## src/rtl/ws2812_pkg.sv

```systemverilog
// Shared types and timing helpers for the WS2812 frame controller and serializer.
package ws2812_pkg;

    typedef enum logic [2:0] {IDLE, LOAD, SCALE, SEND, DRAIN, LATCH} state_t;

    localparam int PIX_W = 24;
    localparam int CH_W  = 8;
    localparam int G_LSB = 16;
    localparam int R_LSB = 8;
    localparam int B_LSB = 0;

    localparam int T0H_NS = 400;
    localparam int T0L_NS = 850;
    localparam int T1H_NS = 800;
    localparam int T1L_NS = 450;

    function automatic int ns_to_cycles(input int clk_fre, input int ns);
        return (clk_fre / 1000) * ns / 1_000_000;
    endfunction

    function automatic int reset_cycles(input int clk_fre, input int reset_us);
        return clk_fre / 1_000_000 * reset_us;
    endfunction

endpackage

```

## src/rtl/ws2812_frame_ctrl_if.sv

```systemverilog
// Pixel stream between the frame controller and the bit serializer.
interface ws2812_frame_ctrl_if;
    import ws2812_pkg::*;

    logic             pix_valid;
    logic [PIX_W-1:0] pix_data;
    logic             pix_ready;
    logic             tx_idle;

    modport master (output pix_valid, output pix_data, input pix_ready, input tx_idle);
    modport slave  (input pix_valid, input pix_data, output pix_ready, output tx_idle);
endinterface

```

## src/rtl/ws2812_pix_ram.sv

```systemverilog
// Pixel buffer: one write and one registered read per cycle, read returns old data on collision.
module ws2812_pix_ram
    import ws2812_pkg::*;
#(
    parameter int NUM_LEDS = 8,
    parameter int ADDR_W   = 3
) (
    input  logic              clk,
    input  logic              wr_en,
    input  logic [ADDR_W-1:0] wr_addr,
    input  logic [PIX_W-1:0]  wr_data,
    input  logic [ADDR_W-1:0] rd_addr,
    output logic [PIX_W-1:0]  rd_data
);

    logic [PIX_W-1:0] mem [NUM_LEDS];

    always_ff @(posedge clk) begin
        if (wr_en && (32'(wr_addr) < 32'(NUM_LEDS)))
            mem[wr_addr] <= wr_data;
        rd_data <= mem[rd_addr];
    end

endmodule

```

## src/rtl/ws2812_frame_ctrl.sv

```systemverilog
// Frame scheduler: streams the brightness-scaled pixel buffer to the serializer, then holds the latch gap.
module ws2812_frame_ctrl
    import ws2812_pkg::*;
#(
    parameter int NUM_LEDS   = 8,
    parameter int CLK_FRE    = 27_000_000,
    parameter int RESET_US   = 80,
    parameter int REFRESH_HZ = 0,
    parameter int ADDR_W     = (NUM_LEDS > 1) ? $clog2(NUM_LEDS) : 1
) (
    input  logic                  clk,
    input  logic                  rst,
    input  logic                  wr_en,
    input  logic [ADDR_W-1:0]     wr_addr,
    input  logic [PIX_W-1:0]      wr_data,
    input  logic [CH_W-1:0]       bright,
    input  logic                  frame_req,
    output logic                  busy,
    output logic                  frame_done,
    ws2812_frame_ctrl_if.master   pix
);

    localparam int RESET_CYCLES   = reset_cycles(CLK_FRE, RESET_US);
    localparam int REFRESH_PERIOD = CLK_FRE / ((REFRESH_HZ > 0) ? REFRESH_HZ : 1);
    localparam logic [ADDR_W-1:0] LAST_IDX = ADDR_W'(NUM_LEDS - 1);

    // Brightness uses (b+1) so that 255 is an exact pass-through.
    function automatic logic [CH_W-1:0] scale_ch(input logic [CH_W-1:0] c, input logic [CH_W-1:0] b);
        logic [15:0] prod;
        prod = {8'd0, c} * ({8'd0, b} + 16'd1);
        return prod[15:8];
    endfunction

    state_t            state_q, state_d;
    logic [ADDR_W-1:0] idx_q, idx_d;
    logic [CH_W-1:0]   bright_q, bright_d;
    logic [31:0]       gap_q, gap_d;
    logic [31:0]       refresh_cnt_q;
    logic              pending_q, pending_d;
    logic              busy_q, busy_d;
    logic              done_q, done_d;
    logic              vld_q, vld_d;
    logic [PIX_W-1:0]  data_q, data_d;
    logic [PIX_W-1:0]  rd_data_p1;
    logic              tick;
    logic              start_req;

    ws2812_pix_ram #(.NUM_LEDS(NUM_LEDS), .ADDR_W(ADDR_W)) u_ram (
        .clk     (clk),
        .wr_en   (wr_en),
        .wr_addr (wr_addr),
        .wr_data (wr_data),
        .rd_addr (idx_q),
        .rd_data (rd_data_p1)
    );

    always_ff @(posedge clk) begin
        if (rst)
            refresh_cnt_q <= '0;
        else if (REFRESH_HZ > 0)
            refresh_cnt_q <= tick ? '0 : refresh_cnt_q + 32'd1;
    end

    assign tick      = (REFRESH_HZ > 0) && (refresh_cnt_q == 32'(REFRESH_PERIOD - 1));
    assign start_req = frame_req | tick;

    always_comb begin
        state_d   = state_q;
        idx_d     = idx_q;
        bright_d  = bright_q;
        gap_d     = gap_q;
        pending_d = pending_q;
        busy_d    = busy_q;
        done_d    = 1'b0;
        vld_d     = vld_q;
        data_d    = data_q;
        case (state_q)
            IDLE: if (start_req || pending_q) begin
                state_d   = LOAD;
                bright_d  = bright;
                idx_d     = '0;
                pending_d = 1'b0;
                busy_d    = 1'b1;
            end
            LOAD:  state_d = SCALE;
            SCALE: begin
                data_d[G_LSB +: CH_W] = scale_ch(rd_data_p1[G_LSB +: CH_W], bright_q);
                data_d[R_LSB +: CH_W] = scale_ch(rd_data_p1[R_LSB +: CH_W], bright_q);
                data_d[B_LSB +: CH_W] = scale_ch(rd_data_p1[B_LSB +: CH_W], bright_q);
                vld_d   = 1'b1;
                state_d = SEND;
            end
            SEND: if (pix.pix_ready) begin
                vld_d = 1'b0;
                if (idx_q == LAST_IDX) begin
                    state_d = DRAIN;
                end else begin
                    idx_d   = idx_q + 1'b1;
                    state_d = LOAD;
                end
            end
            DRAIN: if (pix.tx_idle) begin
                gap_d   = '0;
                state_d = LATCH;
            end
            LATCH: if (gap_q == 32'(RESET_CYCLES - 1)) begin
                busy_d  = 1'b0;
                done_d  = 1'b1;
                state_d = IDLE;
            end else begin
                gap_d = gap_q + 32'd1;
            end
            default: state_d = IDLE;
        endcase
        // Requests arriving outside IDLE (including the last latch cycle) are remembered once.
        if (state_q != IDLE && start_req)
            pending_d = 1'b1;
    end

    always_ff @(posedge clk) begin
        if (rst) begin
            state_q   <= IDLE;
            pending_q <= 1'b0;
            busy_q    <= 1'b0;
            done_q    <= 1'b0;
            vld_q     <= 1'b0;
            data_q    <= '0;
        end else begin
            state_q   <= state_d;
            pending_q <= pending_d;
            busy_q    <= busy_d;
            done_q    <= done_d;
            vld_q     <= vld_d;
            data_q    <= data_d;
        end
    end

    always_ff @(posedge clk) begin
        idx_q    <= idx_d;
        bright_q <= bright_d;
        gap_q    <= gap_d;
    end

    assign busy          = busy_q;
    assign frame_done    = done_q;
    assign pix.pix_valid = vld_q;
    assign pix.pix_data  = data_q;

endmodule

```

## src/flat_wrapper.sv

```systemverilog
// flat-port wrapper written by rule: the top's interface ports become plain ports
module ws2812_frame_ctrl_flat import ws2812_pkg::*;
#(
    parameter int NUM_LEDS   = 8,
    parameter int CLK_FRE    = 27_000_000,
    parameter int RESET_US   = 80,
    parameter int REFRESH_HZ = 0,
    parameter int ADDR_W     = (NUM_LEDS > 1) ? $clog2(NUM_LEDS) : 1
)
  (clk, rst, wr_en, wr_addr, wr_data, bright, frame_req, busy, frame_done, pix_pix_valid, pix_pix_data, pix_pix_ready, pix_tx_idle);
  ws2812_frame_ctrl_if pix_i ();
  input  logic clk;
  input  logic rst;
  input  logic wr_en;
  input  logic [ADDR_W-1:0] wr_addr;
  input  logic [PIX_W-1:0] wr_data;
  input  logic [CH_W-1:0] bright;
  input  logic frame_req;
  output logic busy;
  output logic frame_done;
  output wire logic [$bits(pix_i.pix_valid)-1:0] pix_pix_valid;
  output wire logic [$bits(pix_i.pix_data)-1:0] pix_pix_data;
  input wire logic [$bits(pix_i.pix_ready)-1:0] pix_pix_ready;
  input wire logic [$bits(pix_i.tx_idle)-1:0] pix_tx_idle;
  assign pix_pix_valid = pix_i.pix_valid;
  assign pix_pix_data = pix_i.pix_data;
  assign pix_i.pix_ready = pix_pix_ready;
  assign pix_i.tx_idle = pix_tx_idle;
  ws2812_frame_ctrl #(.NUM_LEDS(NUM_LEDS), .CLK_FRE(CLK_FRE), .RESET_US(RESET_US), .REFRESH_HZ(REFRESH_HZ), .ADDR_W(ADDR_W)) u_core (.clk(clk), .rst(rst), .wr_en(wr_en), .wr_addr(wr_addr), .wr_data(wr_data), .bright(bright), .frame_req(frame_req), .busy(busy), .frame_done(frame_done), .pix(pix_i));
endmodule
```

## config.mk

```make
export PLATFORM = sky130hd
export DESIGN_NAME = ws2812_frame_ctrl_flat
export DESIGN_NICKNAME = d
export VERILOG_FILES = /design/src/rtl/ws2812_pkg.sv /design/src/rtl/ws2812_frame_ctrl_if.sv /design/src/rtl/ws2812_pix_ram.sv /design/src/rtl/ws2812_frame_ctrl.sv /design/src/flat_wrapper.sv
export SDC_FILE = /design/constraint.sdc
export NUM_CORES = 1
export LEC_CHECK = 0
export ABC_AREA = 1
export ABC_CLOCK_PERIOD_IN_PS = 11000
export BUFFER_PORTS_ARGS = -buffer_cell sky130_fd_sc_hd__buf_2
export CAP_MARGIN = 10
export CORE_ASPECT_RATIO = 1.25
export CORE_MARGIN = 3
export CORE_UTILIZATION = 58
export CTS_CLUSTER_SIZE = 12
export DETAILED_ROUTE_END_ITERATION = 16
export PLACE_DENSITY = 0.82
export SLEW_MARGIN = 20
export SYNTH_ARGS = -nofsm -noshare
export SYNTH_HDL_FRONTEND = slang
export SYNTH_SLANG_ARGS = --single-unit
```

## constraint.sdc

```tcl
create_clock -name clk -period 11 [get_ports clk]
set_input_delay 2.2 -clock clk [delete_from_list [all_inputs] [get_ports clk]]
set_output_delay 2.2 -clock clk [all_outputs]
set_load 0.1 [all_outputs]
```

# ---- Yosys cells after proc, flatten, opt, wreduce, memory -nomap -nowiden
# Memory sizes are Yosys's and may differ from the RTL's. A register that Yosys moved wholly into a read port is not among the register bits.
# Cells that the tools add are included.
dict set report totals {
  regBits 74
  output_inout_bits 27
  word_cells 72
  ram_bits 192
  in_bits 41
  mem_count 1
}
dict set report classes {
  n_addsub 3
  mux 24
  multipliers 3
  reduce_logical 18
  n_eq_ne 13
  n_bitwise 1
}
# memory depth word_bits rd rd_clocked_by_memory_dff wr line_no
set mem_list {}
lappend mem_list {u_core.u_ram.mem 8 24 1 1 1 ws2812_pix_ram.sv:16} ;# logic [PIX_W-1:0] mem [NUM_LEDS];
# operator n
set ops {}
lappend ops {{2-to-1 mux 32 bit} 2}
lappend ops {{one-hot mux 32 bit (2 select lines)} 1}
lappend ops {{multiplier 8 x 16 -> 16 bit} 3}
lappend ops {{adder 32 x 1 -> 32 bit, second input constant} 1}
lappend ops {{equality test 32 x 12 -> 1 bit, second input constant} 1}
lappend ops {{2-to-1 mux 3 bit} 8}
lappend ops {{one-hot mux 3 bit (6 select lines)} 1}
lappend ops {{nonzero test 2 bit} 6}
lappend ops {{adder 8 x 1 -> 9 bit, second input constant} 1}
lappend ops {{equality test 3 bit, second input constant} 3}
lappend ops {{2-to-1 mux 1 bit} 9}
lappend ops {{!= test 2 bit, second input constant} 4}
lappend ops {{AND reduction 4 bit} 2}
lappend ops {{equality test 3 x 2 -> 1 bit, second input constant} 2}
lappend ops {{one-hot mux 3 bit (2 select lines)} 1}
lappend ops {{AND reduction 2 bit} 3}
lappend ops {{AND reduction 3 bit} 2}
lappend ops {{!= test 2 x 1 -> 1 bit, second input constant} 2}
lappend ops {{one-hot mux 1 bit (2 select lines)} 2}
lappend ops {{adder 3 x 1 -> 3 bit, second input constant} 1}
lappend ops {{equality test 3 x 1 -> 1 bit, second input constant} 1}
lappend ops {{zero test 3 bit} 1}
lappend ops {{nonzero test 3 bit} 1}
lappend ops {{OR reduction 2 bit} 1}
lappend ops {{3 further kinds} 3}

# ---- Logic depth before layout (Yosys ltp)
dict set report depth {
  depth_word 4
  mapped_depth 28
  mapped_depth_nobuf 28
}

# ---- Cells and area by module
# From an unflattened synthesis, not the netlist that was laid out.
dict set report unflattened {
  cells_unflattened 2362
  hier_area_um2 19606.3
}
# module area_each_um2 cells_each n_inst
set by_module_without_submodules {}
lappend by_module_without_submodules {ws2812_frame_ctrl 10700.3 1490 1}
lappend by_module_without_submodules {ws2812_pix_ram 8906.0 872 1}

# ---- Worst setup path after synthesis
# Ideal clock, no wire load.
dict set report synth_path {
  kind {register -> register}
  from {reg u_core.bright_q[1]}
  to {reg u_core.data_q[22], in the netlist u_core.pix.pix_data[22]}
  period_less_slack_ns 4.674
  path_buffers 2
  path_slack_ns 6.326
  stages_incl_launch_ff 26
  arrival_time_ns 4.565
  required_ns 10.891
  cell_sequence {edfxtp_1 -> ha_1 -> nand2_2 -> nor2_4 -> inv_2 -> nor2_2 -> nand3_1 -> and2_1 -> buf_6 -> inv_6 -> buf_8 -> nor2_2 -> fa_1 -> fa_1 -> fa_1 -> inv_1 -> fa_1 -> inv_1 -> ha_1 -> nand2_1 -> nor4_1 -> nand2_1 -> nand3_1 -> nand3_1 -> nand2_1 -> inv_1}
}
dict set report synth_via {
  elab_chain_cells 2
}
# element line_no
set synth_lines {}
lappend synth_lines {{start, declared} ws2812_frame_ctrl.sv:36} ;# logic [CH_W-1:0] bright_q, bright_d;
lappend synth_lines {{start signal, assigned} ws2812_frame_ctrl.sv:140} ;# bright_q <= bright_d;
lappend synth_lines {{adder 8 x 1 -> 9 bit} ws2812_frame_ctrl.sv:30} ;# prod = {8'd0, c} * ({8'd0, b} + 16'd1);
lappend synth_lines {{multiplier 8 x 16 -> 16 bit} ws2812_frame_ctrl.sv:30}
lappend synth_lines {{end signal, assigned} ws2812_frame_ctrl.sv:134} ;# data_q <= data_d;
lappend synth_lines {{end, declared} ws2812_frame_ctrl.sv:43} ;# logic [PIX_W-1:0] data_q, data_d;
# No other way between the ends.
# A chain may end at the register's enable or synchronous reset.

# ---- Worst setup path in the final report
dict set report layout_path {
  from {reg u_core.bright_q[0]}
  to {reg u_core.data_q[20], in the netlist u_core.pix.pix_data[20]}
}
# The elaborated chain is that of the path after synthesis.

==> out/results.ini <==
[global_routing]
antenna_found_initial = 4
grt_use_met3 = 0.04362
busiest_layer = met2
grt_max_degree = 97
overflow = 0
grt_pass1_vias = 14560
met2_usage = 0.4414
grt_pass1_wl_mm = 70.43
grt_util_met1 = 0.3172
grt.total_usage = 0.2495

[sta]
layout_min_cycle_time_ps = 5887
tns_ps = 0
rsz0062_at_grt = no
finalClockSkew_ps = 37.05
slew_viol_final = 0
maxClockFrequency_mhz = 169.9
setup_viol = 0
hold_viol_final = 0
max_slew.worst_pin.slew_ps = 1101
slew_headroom = 0.2633
fin_crit_sh = 0.5352

[route]
vias = 14200
wirelength_mm = 42.32
drc_errors = 0
avgRoutedWirePerCell_um = 16.54
dr.pass1.iters = 6
detail-route-antenna-nets = 0
first_iter_violations = 1364
vias_per_cell = 5.551

[floorplanning]
die_x_um = 166.3
start_util = 0.5945
die_h_um = 206.4
fp-row-count = 72
dieArea_um2 = 34330
core_um2 = 31350
io_pins = 68

[logic_synthesis]
syn_nets = 2336
synthTopCellsByArea = edfxtp_1, fa_1, nor2_1
yosysWarnings = 0
synthDominantCellAreaShare = 0.3787
syn_inst = 2075
synthFlopType = edfxtp_1
ys_ff_latch = 290
synth_top_cell_by_area = edfxtp_1
ys_types = 47
synthesis.area_um2 = 18640
synth_area_per_cell_um2 = 8.982
ys_seq_area_frac = 0.4377
synth-edff-count = 235
async_flop_share = 0

[placed_design]
gp_congestion = 0.9715
place_hpwl_mm = 30.32
dp.cells = 2503
placement.io_buffers = 67

[cts]
cts_setup_buffers = 0
ctsHoldBuffers = 0
clock_latency_ps = 570
clk_path_buf_depth = 3
cts_resized = 0
numClockSinks = 290
numCtsBuffers = 29
path_clk_slew_ps = 60
root_buffer = clkbuf_16
tritoncts = yes
cts_htree_levels = 1

[worst_setup_path]
cp.arrival_ps = 6320
cp-start-kind = register
cp_max_fo = 19
critical_path_required_ps = 11440
r2r_slack_ps = 5110
ff2ff_path_depth = 26
end_kind = register
criticalPathCategory = register to register
reg2reg_to = u_core.pix.pix_data[20]
reg2reg_from = u_core.bright_q[0]

[final_layout]
finalNonFillerCells = 2558
area_growth_pct = 8.513
fin_util = 0.6451
drive_above_1_share = 0.08465
layout.nets = 2388

[status]
status = finished, final reports clean

[hold_path]
hold_depth = 2
hp-class = register to register
min-delay-start = u_core.pix.pix_valid
whs_endpoint = u_core.pix.pix_valid

[job]
cap_violations = 0

[Yosys cell counts (3+ instances only)]
| library cell | number |
|---|---|
| nor2_1 | 439 |
| nand2_1 | 317 |
| inv_1 | 306 |
| edfxtp_1 | 235 |
| o21ai_0 | 124 |
| fa_1 | 120 |
| ha_1 | 100 |
| a21oi_1 | 64 |
| nand3_1 | 59 |
| dfxtp_1 | 55 |
| clkbuf_1 | 38 |
| a31oi_1 | 25 |
| o22ai_1 | 24 |
| nor3_1 | 22 |
| buf_2 | 17 |
| nor2_2 | 15 |
| nor4_1 | 13 |
| inv_2 | 12 |
| nand4_1 | 12 |
| xnor2_1 | 11 |
| xor2_1 | 10 |
| o21bai_1 | 6 |
| nand2_2 | 5 |
| nor2_4 | 4 |
| o21a_1 | 4 |
| buf_4 | 3 |
| nand3_2 | 3 |
| nor3_2 | 3 |
| nor3b_1 | 3 |
| nor3b_2 | 3 |
| o21ai_1 | 3 |
[final cells by class]
type	instances	area (um2)
Antenna cell	1	2.502
Clock buffer	50	843.3
Clock inverter	4	38.79
Fill cell	2560	11130
Inverter	319	1202
Multi-Input combinational cell	1405	9021
Sequential cell	290	8158
Tap cell	407	509.2
Timing Repair Buffer	82	447.9
[worst max path at each step]
stage                         endpoint  slack, ps  depth (start not counted)                from
5_1_grt        u_core.pix.pix_data[20]       4740                         26  u_core.bright_q[0]
3_3_place_gp   u_core.pix.pix_data[14]       5290                         25  u_core.bright_q[0]
2_1_floorplan  u_core.pix.pix_data[22]       6330                         25  u_core.bright_q[1]
6_report       u_core.pix.pix_data[20]       5110                         26  u_core.bright_q[0]
3_5_place_dp   u_core.pix.pix_data[12]       5160                         26  u_core.bright_q[0]
4_1_cts        u_core.pix.pix_data[20]       5200                         26  u_core.bright_q[0]
[cells in the final DEF, fill, tap and decap left out, types with 3 or more instances in the layout]
| cell type | count |
|---|---|
| nor2_1 | 431 |
| nand2_1 | 317 |
| inv_1 | 305 |
| edfxtp_1 | 235 |
| o21ai_0 | 124 |
| fa_1 | 120 |
| ha_1 | 100 |
| buf_2 | 67 |
| a21oi_1 | 64 |
| nand3_1 | 59 |
| dfxtp_1 | 55 |
| clkbuf_16 | 30 |
| a31oi_1 | 25 |
| o22ai_1 | 24 |
| nor2_2 | 23 |
| nor3_1 | 21 |
| clkbuf_1 | 17 |
| buf_4 | 15 |
| inv_2 | 13 |
| nor4_1 | 13 |
| nand4_1 | 12 |
| xnor2_1 | 11 |
| xor2_1 | 10 |
| o21bai_1 | 6 |
| nand2_2 | 5 |
| nor2_4 | 4 |
| nor3_2 | 4 |
| o21a_1 | 4 |
| nand3_2 | 3 |
| o21ai_1 | 3 |
| nor3b_1 | 3 |
| nor3b_2 | 3 |
[per-stage QoR]
| stage | cell area [um2] | setup slack (ps) | hold WS [ps] |
|---|---|---|---|
| 5_1_grt | 20220 | 4740 | 538.6 |
| 4_1_cts | 20220 | 5200 | 505.8 |
| 3_3_place_gp | 19340 | 5289 | 477.8 |
| 2_1_floorplan | 18640 | 6326 | 519.7 |
| 3_5_place_dp | 19340 | 5162 | 488.7 |
| 6_report | 20220 | 5113 | 493.8 |
[logic make-up (layout without fill, tap and decap cells)]
logic type / after synthesis / in the layout / synth area share
compound gates: 253 / 253 / 0.07304
fa+ha+maj: 220 / 220 / 0.1960
xor+xnor: 21 / 21 / 0.009869
buf+inv: 380 / 455 / 0.07956
flops: 290 / 290 / 0.4377
simple gates: 911 / 911 / 0.2038
other cells: 0 / 1 / 0
[metal layers]
metal	wire (um)	up-vias
met5	43	-
met4	1219	6
met3	3171	108
met2	20700	528
met1	17190	6748
li1	-	6809
[registers in the layout, summed over array words and instances, names as in the netlist]
signal and flops:
u_core.u_ram.rd_data 24, u_core.pix.pix_valid 1, u_core.gap_q 32, u_core.idx_q 3, u_core.bright_q 8, u_core.state_q 3
u_core.busy 1, u_core.u_ram.mem 192, u_core.pending_q 1, u_core.pix.pix_data 24, u_core.frame_done 1
[worst max-delay path, cell delays in order, from the launching register on]
cell and delay [ps]:
edfxtp_1 790, ha_1 310, nand2_2 70, nor2_4 130, inv_2 60, nor2_2 90
inv_1 50, nand2_1 530, inv_1 320, nand2_1 160, fa_1 440, fa_1 490
inv_1 60, fa_1 540, inv_1 60, fa_1 520, inv_1 40, ha_1 320
nand2_1 120, inv_1 80, nand2_1 60, nand2_1 60, nand2_1 70, nand2_1 50
nor2_1 130, xor2_1 160, a21oi_1 80
Power is left out: the tool's default activity adds up to more than one toggle a clock period on the data nets, which glitch-free logic cannot reach.
